`src/rtl/dfp_burst_adapter.sv`:
```
// dfp_burst_adapter: serializes cacheline writes into beat bursts and assembles read bursts into a line
module dfp_burst_adapter #(
    parameter int LINE_BITS = 256,
    parameter int BEAT_BITS = 64,
    localparam int BEATS = LINE_BITS / BEAT_BITS,
    localparam int OFFSET_BITS = $clog2(LINE_BITS / 8)
) (
    input  logic                 clk,
    input  logic                 rst,
    input  logic [31:0]          dfp_addr,
    input  logic                 dfp_read,
    input  logic                 dfp_write,
    input  logic [LINE_BITS-1:0] dfp_wdata,
    output logic [LINE_BITS-1:0] dfp_rdata,
    output logic                 dfp_resp,
    output logic [31:0]          bmem_addr,
    output logic                 bmem_read,
    output logic                 bmem_write,
    output logic [BEAT_BITS-1:0] bmem_wdata,
    input  logic                 bmem_ready,
    input  logic [BEAT_BITS-1:0] bmem_rdata,
    input  logic                 bmem_rvalid
);
    localparam int BW = $clog2(BEATS);
    localparam logic [BW-1:0] LAST = BW'(BEATS - 1);
    localparam logic [31:0] OFF_MASK = (32'd1 << OFFSET_BITS) - 32'd1;

    typedef enum logic [2:0] {IDLE, WR, RD_CMD, RD_DATA, RESP} state_t;

    state_t state;
    logic [BW-1:0] beat, nb;
    logic [LINE_BITS-1:0] line, line_nxt;

    // next beat index and the line with the incoming read beat merged into slice beat
    always_comb begin
        nb = beat + 1'b1;
        line_nxt = line;
        line_nxt[beat*BEAT_BITS +: BEAT_BITS] = bmem_rdata;
    end

    // control FSM; every bmem and dfp output is a register updated alongside the state
    always_ff @(posedge clk or posedge rst) begin
        if (rst) begin
            state      <= IDLE;
            beat       <= '0;
            line       <= '0;
            dfp_rdata  <= '0;
            dfp_resp   <= 1'b0;
            bmem_addr  <= '0;
            bmem_read  <= 1'b0;
            bmem_write <= 1'b0;
            bmem_wdata <= '0;
        end else begin
            case (state)
                IDLE: if (dfp_read | dfp_write) begin
                    bmem_addr <= dfp_addr & ~OFF_MASK;
                    beat      <= '0;
                    if (dfp_write) begin
                        line       <= dfp_wdata;
                        bmem_wdata <= dfp_wdata[BEAT_BITS-1:0];
                        bmem_write <= 1'b1;
                        state      <= WR;
                    end else begin
                        bmem_read <= 1'b1;
                        state     <= RD_CMD;
                    end
                end
                WR: if (bmem_ready) begin
                    beat <= nb;
                    if (beat == LAST) begin
                        bmem_write <= 1'b0;
                        bmem_wdata <= '0;
                        bmem_addr  <= '0;
                        dfp_resp   <= 1'b1;
                        state      <= RESP;
                    end else begin
                        bmem_wdata <= line[nb*BEAT_BITS +: BEAT_BITS];
                    end
                end
                RD_CMD: if (bmem_ready) begin
                    bmem_read <= 1'b0;
                    state     <= RD_DATA;
                end
                RD_DATA: if (bmem_rvalid) begin
                    line <= line_nxt;
                    beat <= nb;
                    if (beat == LAST) begin
                        dfp_rdata <= line_nxt;
                        bmem_addr <= '0;
                        dfp_resp  <= 1'b1;
                        state     <= RESP;
                    end
                end
                RESP: begin
                    dfp_resp <= 1'b0;
                    state    <= IDLE;
                end
                default: state <= IDLE;
            endcase
        end
    end
endmodule

```
`config.mk`:
```
export PLATFORM = sky130hd
export DESIGN_NAME = dfp_burst_adapter
export DESIGN_NICKNAME = d
export VERILOG_FILES = /design/src/rtl/dfp_burst_adapter.sv
export SDC_FILE = /design/constraint.sdc
export NUM_CORES = 2
export LEC_CHECK = 0
export ABC_CLOCK_PERIOD_IN_PS = 25500
export CORE_AREA = 2 2 277 279
export DETAILED_ROUTE_END_ITERATION = 12
export DIE_AREA = 0 0 279 281
export PLACE_DENSITY = 0.75
export SYNTH_ARGS = -nofsm -noshare
export SYNTH_HDL_FRONTEND = slang
export SYNTH_SLANG_ARGS = --single-unit
```
`constraint.sdc`:
```
create_clock -name clk -period 25.5 [get_ports clk]
set_clock_uncertainty 0.05 [all_clocks]
set_input_delay 5.1 -clock clk [delete_from_list [all_inputs] [get_ports clk]]
set_output_delay 5.1 -clock clk [all_outputs]
set_load 0.02 [all_outputs]
```
### Word level (Yosys, flattened, before mapping)

Index checks and enable logic that the tools add are counted.
W data, S select, Z words.

* word-level logic and storage cells: 80
* flip-flop bits (word level): 616
* input port bits: 358
* output and inout bits: 355

* bitwise logic cells: 1
* add/sub/neg operators: 2
* shift operators: 3
* equality and inequality tests: 12
* muxes and demuxes: 39
* reduce and logical (&&, ||, !) cells: 14

Operators by type and width (number)
* $mux W256: 3
* $pmux W256 S2: 1
* $bwmux W256: 1
* $mux W64: 4
* $shift A64 B34 Y256 const A: 1
* $shiftx A256 B9 Y64: 1
* $shiftx A64 B34 Y256: 1
* $mux W32: 4
* $pmux W64 S2: 1
* $pmux W32 S3: 1
* $neg A8 Y34: 1
* $reduce_and A4 Y1: 5
* $mux W3: 5
* $ne A2 B2 Y1 const B: 7
* $pmux W3 S4: 1
* $mux W1: 10
* $mux W2: 4
* $eq A3 B2 Y1 const B: 2
* $pmux W2 S3: 1
* $reduce_and A3 Y1: 2
* $reduce_bool A2 Y1: 3
* $reduce_bool A3 Y1: 2
* $reduce_and A5 Y1: 1
* $pmux W1 S2: 2
* other kinds (7): 7

### Depth between registers and ports, before layout

* depth in word-level cells: 5
* depth in mapped cells: 11

### Least setup slack after synthesis

Ideal clock, no wire load.

* kind: input-to-reg
* start: in dfp_write
* end: reg line[0]
* stages on the path: 6
* setup slack: 18.950 ns
* arrival time: 6.376 ns
* setup time: 0.125 ns
* path through: or3b_1 > buf_2 > a21oi_4 > buf_6 > buf_4 > mux2_2

* longest elaborated chain between the ends: 3
* elaborated cells between the ends (all ways): 4
* classes of those cells: eq/ne (2); bitwise (1); reduce/logical (1)

RTL lines
* start, declared: line 12 `input logic dfp_write,`
* $or A1 B1 Y1: line 55 `IDLE: if (dfp_read | dfp_write) begin`
* $ne A2 B2 Y1 (no line)
* $reduce_and A4 Y1 (no line) (*)
* end signal, assigned: line 59 `line <= dfp_wdata;`
* end signal, assigned: line 85 `line <= line_nxt;`
* end, declared: line 32 `logic [LINE_BITS-1:0] line, line_nxt;`

Mark *: on every way between the ends. The rest lies on a longest branch, timed or not.
A chain may end at the register's enable or synchronous reset.

==> impl_metrics.env <==
export IMPL_status="completed"
export IMPL_grt_ovfl_total=0
export IMPL_preCtsSetupSlack_ps=15700
export IMPL_critPathArrivalTime_ps=9600
export IMPL_hold_buffers=0
export IMPL_gp_congestion=0.892
export IMPL_final_min_clock_period_ps=9040
export IMPL_start_kind="primary input"
export IMPL_ioPinCount=713
export IMPL_post_cts_buffers=0
export IMPL_synth_cells=3042
export IMPL_total_power_mw=5.97
export IMPL_cp_end_kind="async pin"
export IMPL_ys_dominant_reg_cell="dfrtp_1"
export IMPL_synth_edf_count=0
export IMPL_min_path_type="flip-flop to flip-flop"
export IMPL_die_area_mm2=0.0784
export IMPL_grt_pass1_wl_um=174000
export IMPL_fmax_mhz=111
export IMPL_clkTransAtPathRegs_ps=50
export IMPL_synth_seq_cells=611
export IMPL_fin_nets=3947
export IMPL_drt_total_wl_um=119000
export IMPL_first_pass_iters=6
export IMPL_cts_tree="done"
export IMPL_cp_required_ps=26060
export IMPL_yosys_warnings=0
export IMPL_start_util_pct=40.0
export IMPL_clockBufferDepth=3
export IMPL_ctsResizeCount=0
export IMPL_final_setup_viol_count=0
export IMPL_drt_iter0_markers=3227
export IMPL_via_per_inst=5.98
export IMPL_syn2layout_area_growth_pct=32.7
export IMPL_leakagePower_nw=16.4
export IMPL_dr_total_vias=27700
export IMPL_postRouteAntennaNets=0
export IMPL_grt_max_degree=126
export IMPL_crit_fanout=125
export IMPL_slew_headroom_pct=18.2
export IMPL_htreeDepth=3
export IMPL_maxCapViolCount=0
export IMPL_rsz0062_at_grt="false"
export IMPL_placed_cells=4489
export IMPL_dieWidth_um=279
export IMPL_hold_viol=0
export IMPL_post_drt_wl_per_cell_um=25.6
export IMPL_fin_crit_sh_pct=35.5
export IMPL_worstMarginPinSlew_ps=1220
export IMPL_grt_pass1_vias=27500
export IMPL_cts_sinks=611
export IMPL_synth_distinct_cells=44
export IMPL_avgSynthCellArea_um2=9.93
export IMPL_clock_latency_ps=610
export IMPL_drive_gt1_share_pct=9.63
export IMPL_synth_cell_area_mm2=0.0302
export IMPL_vdd_ir_drop_max_uv=98.5
export IMPL_fp_row_count=101
export IMPL_slew_violations=0
export IMPL_fin_setup_tns_ps=0
export IMPL_timing_final_ws_setup_ps=16460
export IMPL_core_area_mm2=0.0754
export IMPL_cts_buffers=70
export IMPL_drc=0
export IMPL_utilization_pct=53.1
export IMPL_dpl_hpwl_um=74900
export IMPL_crit_type="primary input to async pin"
export IMPL_clockRootBuffer="clkbuf_16"
export IMPL_finalNonFillerCells=4640
export IMPL_die_h_um=281
export IMPL_io_buffers=702
export IMPL_grtUsageTotal_pct=29.6
export IMPL_powerDensity_mw_per_mm2=149
export IMPL_yosysSeqAreaShare_pct=50.6
export IMPL_antenna_found_initial=32
export IMPL_synthArstFlopShare_pct=100
## Yosys cell counts (2+ instances only)
cell	count	area [um2]
inv_1	68	255
a22oi_1	64	480
nor3_1	64	320
o22ai_1	192	1200
buf_2	97	485
o2bb2ai_1	64	561
nor3b_1	3	22.5
mux2_1	16	180
dfrtp_1	611	15300
a21oi_4	3	48.8
clkbuf_1	146	548
mux2i_1	129	1290
nand2_1	201	754
nor2_1	388	1460
o21ai_0	196	981
nand2b_1	69	432
buf_1	21	78.8
a21oi_1	329	1650
a22o_1	28	245
ha_1	6	75.1
nor2b_1	64	400
nand3_1	3	15.0
mux4_2	64	1440
mux2_2	113	1270
o31ai_1	2	15.0
buf_6	3	33.8
buf_4	16	120
a31oi_1	64	400
nand3b_1	2	15.0
nand4_1	2	12.5
## final cells by class
class | count | area (um2)
Inverter | 68 | 263
Tap cell | 978 | 1220
Antenna cell | 29 | 72.6
Timing Repair Buffer | 748 | 7370
Clock inverter | 15 | 240
Multi-Input combinational cell | 2084 | 13500
Fill cell | 6581 | 35300
Clock buffer | 107 | 2080
Sequential cell | 611 | 15300
## flip-flops by register name, summed over array words and instances (netlist names)
signal,cells
state,3
dfp_rdata,256
bmem_wdata,64
bmem_addr,27
dfp_resp,1
bmem_write,1
beat,2
bmem_read,1
line,256
## cells by family after synthesis
group           count (synthesis)  synth area share (%)
simple gates                  806                  11.7
mux                           322                  13.9
compound gates                945                  18.6
fa+ha+maj                       6                 0.249
flops                         611                  50.6
other cells                     1                0.0124
buf+inv                       351                  5.04
## stage by stage
| step | cell area [um2] | hold WS (ps) |
|---|---|---|
| final | 40100 | 426 |
| after global routing | 40100 | 450 |
| after CTS | 40000 | 432 |
| after detailed placement | 37700 | 418 |
| after global placement | 37700 | 412 |
| after floorplan | 30200 | 422 |
## worst max-delay path, stage by stage
cell and delay (ps):
clkdlybuf4s50_1 490, inv_8 650, buf_4 900, buf_4 550, buf_4 860, buf_4 820
## path summary, 6_finish.rpt
check	startpoint	to	slack (ps)	cells after the start
max	rst	line[38]	16460	6
min	dfp_rdata[236]	dfp_rdata[236]	430	2
max reg2reg	state[2]	dfp_rdata[171]	20860	5
min reg2reg	dfp_rdata[236]	dfp_rdata[236]	430	2
max in group clk	bmem_rvalid	dfp_rdata[171]	17200	5
min in group asynchronous	rst	dfp_rdata[57]	5040	2
## where the power goes
part / internal [mW] / switching (mW) / leakage (nW)
clock: 0.614 / 0.429 / 1.13
combinational: 1.31 / 1.85 / 7.66
sequential: 1.43 / 0.347 / 7.55
total: 3.35 / 2.63 / 16.4
## cells in the final DEF (no fill, tap or decap), drive strengths merged, types with 5 or more instances in the layout
master / instances
nand2b: 69
clkdlybuf4s50: 702
buf: 46
mux4: 64
clkinv: 6
nand2: 202
a22oi: 64
nor3: 64
a21oi: 332
a31oi: 64
dfrtp: 611
nor2b: 64
conb: 5
mux2: 129
nor2: 389
o21ai: 197
diode: 29
clkbuf: 107
inv: 71
o2bb2ai: 64
ha: 6
o22ai: 192
mux2i: 129
a22o: 28
bufinv: 5
## per-layer routing
metal  vias up  part of all wire, %  wire length (um)  global-route usage (%)
met3       401                   10             11900                    6.20
li1      12000                    -                 -                       -
met4         6                  5.2              6220                    16.7
met2      1809                   46             55200                    45.9
met1     13500                   38             45600                    38.6
met5         -                0.035                42                       0
(Power assumes the default switching activity.)
